==> src/rtl/data_mem_responder_if.sv <==
// MEM-stage data port bundle: request signals from the pipeline,
// read data plus ready/err handshake back from the responder.
interface data_mem_responder_if;
    logic        MEM_W_EN;
    logic        MEM_R_EN;
    logic [31:0] address;
    logic [31:0] val_Rm;
    logic [31:0] data;
    logic        ready;
    logic        err;

    modport master (
        output MEM_W_EN, MEM_R_EN, address, val_Rm,
        input  data, ready, err
    );

    modport slave (
        input  MEM_W_EN, MEM_R_EN, address, val_Rm,
        output data, ready, err
    );
endinterface

==> src/rtl/data_mem_responder.sv <==
// Multi-cycle data memory responder: latches a request in IDLE, waits
// WAIT_CYCLES in BUSY, performs the access, then signals ready for one DONE cycle.
module data_mem_responder #(
    parameter int DEPTH       = 64,
    parameter int WAIT_CYCLES = 4
) (
    input  logic                 clk,
    input  logic                 rst,
    data_mem_responder_if.slave  bus
);
    localparam int          IDX_W = (DEPTH > 1) ? $clog2(DEPTH) : 1;
    localparam int          CNT_W = (WAIT_CYCLES > 1) ? $clog2(WAIT_CYCLES) : 1;
    localparam logic [31:0] LIMIT = 32'(4 * DEPTH);

    typedef enum logic [1:0] {S_IDLE, S_BUSY, S_DONE} state_t;

    state_t             r_state;
    state_t             w_state_next;
    logic [CNT_W-1:0]   r_cnt;
    logic [IDX_W-1:0]   r_idx;
    logic [31:0]        r_wdata;
    logic               r_is_write;
    logic               r_in_range;
    logic [31:0]        r_data;
    logic               r_err;
    logic [31:0]        r_mem [DEPTH];

    logic               w_req;
    logic               w_in_range;
    logic               w_fire;
    logic               w_ready;
    logic [IDX_W-1:0]   w_idx;

    assign w_req      = bus.MEM_W_EN | bus.MEM_R_EN;
    assign w_in_range = bus.address < LIMIT;
    assign w_idx      = bus.address[IDX_W+1:2];
    assign w_fire     = (r_state == S_BUSY) && (r_cnt == '0);

    always_ff @(posedge clk or negedge rst) begin
        if (!rst) r_state <= S_IDLE;
        else      r_state <= w_state_next;
    end

    always_comb begin
        w_state_next = r_state;
        w_ready      = 1'b0;
        unique case (r_state)
            S_IDLE: begin
                // Combinational so the pipeline freezes in the request cycle itself
                w_ready = ~w_req;
                if (w_req) w_state_next = S_BUSY;
            end
            S_BUSY: begin
                if (w_fire) w_state_next = S_DONE;
            end
            S_DONE: begin
                w_ready      = 1'b1;
                w_state_next = S_IDLE;
            end
            default: w_state_next = S_IDLE;
        endcase
    end

    assign bus.ready = ~rst | w_ready;
    assign bus.data  = r_data;
    assign bus.err   = r_err;

    always_ff @(posedge clk or negedge rst) begin
        if (!rst) begin
            r_cnt      <= '0;
            r_idx      <= '0;
            r_wdata    <= '0;
            r_is_write <= 1'b0;
            r_in_range <= 1'b0;
            r_data     <= '0;
            r_err      <= 1'b0;
        end else begin
            unique case (r_state)
                S_IDLE: begin
                    if (w_req) begin
                        r_idx      <= w_idx;
                        r_wdata    <= bus.val_Rm;
                        r_is_write <= bus.MEM_W_EN;
                        r_in_range <= w_in_range;
                        r_cnt      <= CNT_W'(WAIT_CYCLES - 1);
                    end
                end
                S_BUSY: begin
                    if (r_cnt != '0) begin
                        r_cnt <= r_cnt - 1'b1;
                    end else begin
                        r_err <= ~r_in_range;
                        // data only moves on a completed read; writes leave it alone
                        if (!r_is_write) r_data <= r_in_range ? r_mem[r_idx] : '0;
                    end
                end
                S_DONE: r_err <= 1'b0;
                default: ;
            endcase
        end
    end

    // Array has no reset; the write is gated by the BUSY state, which reset clears
    always_ff @(posedge clk) begin
        if (w_fire && r_is_write && r_in_range) r_mem[r_idx] <= r_wdata;
    end
endmodule

==> src/flat_wrapper.sv <==
// flat-port wrapper written by rule: the top's interface ports become plain ports
module data_mem_responder_flat 
#(
    parameter int DEPTH       = 64,
    parameter int WAIT_CYCLES = 4
)
  (clk, rst, bus_MEM_W_EN, bus_MEM_R_EN, bus_address, bus_val_Rm, bus_data, bus_ready, bus_err);
  data_mem_responder_if bus_i ();
  input  logic clk;
  input  logic rst;
  input wire logic [$bits(bus_i.MEM_W_EN)-1:0] bus_MEM_W_EN;
  input wire logic [$bits(bus_i.MEM_R_EN)-1:0] bus_MEM_R_EN;
  input wire logic [$bits(bus_i.address)-1:0] bus_address;
  input wire logic [$bits(bus_i.val_Rm)-1:0] bus_val_Rm;
  output wire logic [$bits(bus_i.data)-1:0] bus_data;
  output wire logic [$bits(bus_i.ready)-1:0] bus_ready;
  output wire logic [$bits(bus_i.err)-1:0] bus_err;
  assign bus_i.MEM_W_EN = bus_MEM_W_EN;
  assign bus_i.MEM_R_EN = bus_MEM_R_EN;
  assign bus_i.address = bus_address;
  assign bus_i.val_Rm = bus_val_Rm;
  assign bus_data = bus_i.data;
  assign bus_ready = bus_i.ready;
  assign bus_err = bus_i.err;
  data_mem_responder #(.DEPTH(DEPTH), .WAIT_CYCLES(WAIT_CYCLES)) u_core (.clk(clk), .rst(rst), .bus(bus_i));
endmodule
==> config.mk <==
export PLATFORM = sky130hd
export DESIGN_NAME = data_mem_responder_flat
export DESIGN_NICKNAME = d
export VERILOG_FILES = /design/src/rtl/data_mem_responder_if.sv /design/src/rtl/data_mem_responder.sv /design/src/flat_wrapper.sv
export SDC_FILE = /design/constraint.sdc
export NUM_CORES = 2
export LEC_CHECK = 0
export CAP_MARGIN = 20
export CORE_MARGIN = 1.5
export CORE_UTILIZATION = 45
export CTS_CLUSTER_SIZE = 14
export DETAILED_ROUTE_END_ITERATION = 10
export MAX_ROUTING_LAYER = met4
export SETUP_SLACK_MARGIN = 0.3
export SYNTH_ARGS = -nofsm -noshare
export SYNTH_HDL_FRONTEND = slang
export SYNTH_SLANG_ARGS = --single-unit
==> constraint.sdc <==
create_clock -name clk -period 7.9 [get_ports clk]
set_input_delay 1.58 -clock clk [delete_from_list [all_inputs] [get_ports clk]]
set_output_delay 1.58 -clock clk [all_outputs]
set_load 0.05 [all_outputs]
==> flow_results.org <==
** Pwr
- For this design the static power due to leakage is 28.20 nW.
- Dividing total power by cell area gives a power density of 357.7 nW/µm².
- Across the VDD grid, the largest voltage drop is 0.0004086 V.

** CTS
- Reg clk slew, reported paths :: about 0.06 ns
- Longest Clk Path Bufs :: 3
- Resized cells post-CTS :: 0
- Clock H-tree levels :: 4
- Number of buffers inserted by hold repair at cts :: 0
- Clock tree synthesis found a total of 2125 sinks.
- Post-CTS timing repair inserted 0 buffers for setup.
- Source-to-sink clock delay at the later pin of the worst-skew pair :: 0.84 ns
- The root buffer cell chosen for the clock tree is clkbuf_16.
- TritonCTS buffer count :: 208
- TritonCTS built the clock tree.

** Routing
- The count of nets left with antenna violations once routing finished came out at 0.
- Dividing the detail-routed wire length by the instance count gives 32.25 µm.
- For this block, the routed nets add up to between 200 and 250 mm of wire.
- Number of vias after detailed routing :: between 30000 and 40000
- The first routing iteration left between 4000 and 5000 violations.
- DRC Markers :: 0
- The pre-antenna-repair detailed-routing pass consisted of 7 iterations.
- Via density per instance :: 6.045

** Worst setup path
- STA puts the critical path data required time at 6.32 ns.
- Critical-path top delay cell :: clkdlybuf4s50_1
- The critical path is of the in -> out type.
- Along the worst path, the maximum fanout reaches 2.
- Chain of cells forming the critical path :: clkdlybuf4s50_1, nor2_1, nor2_1, o21ai_0, clkdlybuf4s50_1
- STA classifies the critical path endpoint as an output port.
- STA classifies the critical path startpoint as an input pin.
- Biggest cell delay along the critical path :: 0.83 ns
- STA puts the critical path data arrival time at 3.27 ns.

** Run status
- The flow ran to the end, and the final reports show no timing, DRC or antenna violations.

** Placement
- In this run the tool buffered the top-level ports with 99 buffer cells.
- At the end of routability-driven placement, the weighted congestion stood at approximately 0.83.
- Count of placed standard cells including taps :: 5863
- Detailed placement finished with a half-perimeter wire length of 111.1 mm.

** Synth
- Of all flip-flops after synthesis, the portion carrying an async set or reset was under 10%.
- Post-Syn Nets :: 3564
- The Yosys step of the flow raised 0 warnings.
- Mean area per synthesized cell :: around 23 µm²
- Post-Synthesis Cell Area :: 80160 µm²
- Main synth FF type :: edfxtp_1
- The synthesized design contains 2048 enable-type register cells.
- The synthesized design contains around 2100 register bits.
- Number of cells produced by synthesis :: 3495
- Seq/Total Area, Yosys :: 79.13%
- Post-synthesis cell type count :: 53

** GRT
- Overflow left after global routing :: 0
- The number of antenna violations at the first check in global routing is 9.
- Aggregate global-route resource usage :: between 20% and 30%
- The number of global-route vias before repair came to 37200.
- First-pass GRT wire length :: 282.7 mm
- Entering global routing, the biggest net connects 135 pins.

** Timing
- After routing, the total negative slack on setup checks comes to 0 ns.
- Setup violations remaining at the end of the flow were counted as 0.
- RSZ-0062 raised after global routing :: false
- Across the routed clock network, the largest skew measured is 0.02609 ns.
- Share of the clock period used by the worst path after layout :: 61.36%
- Relative slew slack :: between 20% and 30%
- For this run, the top clock speed supported by timing is 206.3 MHz.
- Post-layout minimum cycle time :: 4.848 ns
- At the pin with the least slew margin, the transition time is 1.130 ns.
- Total count of hold-check failures in the final report :: 0
- Count of pins over their slew limit :: 0

** Die
- Vert. Die Dim :: 425.0 µm
- Once the floorplan was initialized, standard cells occupied 45.41% of the core.
- Number of I/O pins :: slightly above 100
- The die covers 180700 µm².
- The floorplan step set the die width to 425.0 µm.
- The initialized floorplan defines 154 standard-cell rows.
- Area of the core :: 176500 µm²

** Flow run
- Number of violations of the max-capacitance limit :: 0

** Layout
- After the flow finishes, the layout carries non-filler instances totaling 6265.
- For this run, the post-layout net count is about 3800.
- Cells with a size suffix above 1 make up between 20% and 30% of the layout.
- The area growth from synthesis to layout is 14.04%.
- The layout has ~14000 filler cells.

** Min path
- The worst hold path belongs to the class reg -> reg.
-- registers in the layout (all words and copies together), names as in the netlist --
name,count
u_core.r_is_write,1
u_core.r_idx,6
u_core.r_cnt,2
u_core.r_state,2
u_core.bus.data,32
u_core.bus.err,1
u_core.r_in_range,1
u_core.r_mem,2048
u_core.r_wdata,32
-- worst paths after layout --
check / start / to / slack, ns / cells after the start
min reg2reg: u_core.r_cnt[0] / u_core.r_cnt[0] / 0.48 / 1
max reg2reg: u_core.r_idx[0] / u_core.bus.data[26] / 3.39 / 7
min in group asynchronous: rst / u_core.r_wdata[26] / 0.66 / 1
min: u_core.r_cnt[0] / u_core.r_cnt[0] / 0.48 / 1
max in group asynchronous: rst / u_core.r_idx[1] / 5.93 / 2
max: bus_MEM_W_EN / bus_ready / 3.05 / 5
-- metrics by stage --
| step | hold slack [ns] | total power, W | cell area, µm² | setup WS [ns] | util, % |
|---|---|---|---|---|---|
| finish | 0.4753 | 0.03270 | 91410 | 3.052 | 51.79 |
| global route | 0.5135 | 0.03376 | 91410 | 2.967 | 51.79 |
| CTS | 0.4805 | 0.03283 | 91280 | 3.051 | 51.72 |
| detailed placement | 0.4659 | 0.02327 | 84650 | 3.077 | 47.96 |
| global placement | 0.4567 | 0.02308 | 84640 | 3.009 | 47.95 |
| floorplan | 0.4396 | 0.01992 | 80160 | 3.458 | - |
-- kinds of logic after synthesis --
kind of cell    count (synthesis)  share of synthesized area, %
flops                        2125                         79.13
buf+inv                       210                         1.408
mux                           566                         14.84
simple gates                  270                         1.719
fa+ha+maj                       1                       0.01561
compound gates                323                         2.892
-- layer usage --
| metal | share of wire [%] | GRT usage [%] |
|---|---|---|
| met1 | 42 | 33.10 |
| met2 | 45 | 32.92 |
| met3 | 9.6 | 5.759 |
| met4 | 2.7 | 6.756 |
| met5 | 0 | - |
-- power breakdown --
group	internal, W	switching [W]	total (W)
combinational	0.00297	0.00535	0.00831
sequential	0.0142	0.000602	0.0148
clock	0.00547	0.00416	0.00963
total	0.0226	0.0101	0.0327
-- cells in the final DEF, fill, tap and decap left out, types with 8 or more instances in the layout --
| master | netlist | layout |
|---|---|---|
| a221oi_1 | 10 | 10 |
| a22oi_1 | 235 | 235 |
| nand3b_1 | 8 | 8 |
| a21oi_1 | 10 | 10 |
| clkbuf_16 | 0 | 212 |
| bufinv_16 | 0 | 13 |
| buf_12 | 0 | 10 |
| nor2_4 | 0 | 65 |
| clkbuf_8 | 0 | 12 |
| mux2_2 | 47 | 47 |
| clkinv_1 | 0 | 43 |
| edfxtp_1 | 2048 | 2048 |
| nand2_1 | 77 | 76 |
| inv_6 | 0 | 8 |
| dfrtp_1 | 77 | 42 |
| o21ai_0 | 10 | 10 |
| o21ai_1 | 30 | 30 |
| nor2_1 | 80 | 15 |
| nand4_1 | 59 | 59 |
| mux4_2 | 493 | 493 |
| clkdlybuf4s50_1 | 0 | 98 |
| dfrtp_2 | 0 | 33 |
| clkinv_2 | 0 | 34 |
| inv_1 | 10 | 10 |
| mux2i_1 | 26 | 26 |
| buf_4 | 29 | 123 |
| clkbuf_1 | 39 | 62 |
-- worst max-delay path, delay by kind of cell --
family                 cells  cell delay [ns]
AOI/OAI and AO/OA          1             0.15
buffers and inverters      2             1.25
and+or+nand+nor            2             0.29
-- cell usage after synthesis, types with 3 or more instances --
cell | number | share of area (%)
mux2_2 | 47 | 0.66
buf_2 | 111 | 0.69
o21ai_1 | 30 | 0.19
and3_1 | 5 | 0.039
a21oi_1 | 10 | 0.062
nor2_1 | 80 | 0.37
nor2b_1 | 3 | 0.023
a211oi_1 | 5 | 0.047
a31oi_1 | 3 | 0.023
buf_1 | 7 | 0.033
mux2i_1 | 26 | 0.32
buf_4 | 29 | 0.27
mux4_2 | 493 | 14
a221oi_1 | 10 | 0.11
nor4b_1 | 4 | 0.044
clkbuf_1 | 39 | 0.18
or2_2 | 3 | 0.023
nor4bb_1 | 3 | 0.037
and4bb_2 | 3 | 0.047
inv_1 | 10 | 0.047
o21ai_0 | 10 | 0.062
nand3b_1 | 8 | 0.075
edfxtp_1 | 2048 | 77
buf_6 | 12 | 0.17
a22oi_1 | 235 | 2.2
dfrtp_1 | 77 | 2.4
and4b_1 | 4 | 0.050
o22ai_1 | 5 | 0.039
nand4_1 | 59 | 0.46
nand2_1 | 77 | 0.36
nor4_1 | 7 | 0.055
-- layout make-up --
cell class | count | area [µm²] | area share, %
clock inverters | 108 | 920.9 | 1.007
repair buffers | 234 | 2162 | 2.365
clock buffers | 286 | 5703 | 6.239
multi-input cells | 1160 | 16180 | 17.70
well taps | 2340 | 2928 | 3.203
flip-flops and latches | 2125 | 63470 | 69.44
diodes | 2 | 5.005 | 0.005475
inverters | 10 | 37.54 | 0.04106
(Power assumes the default switching activity.)
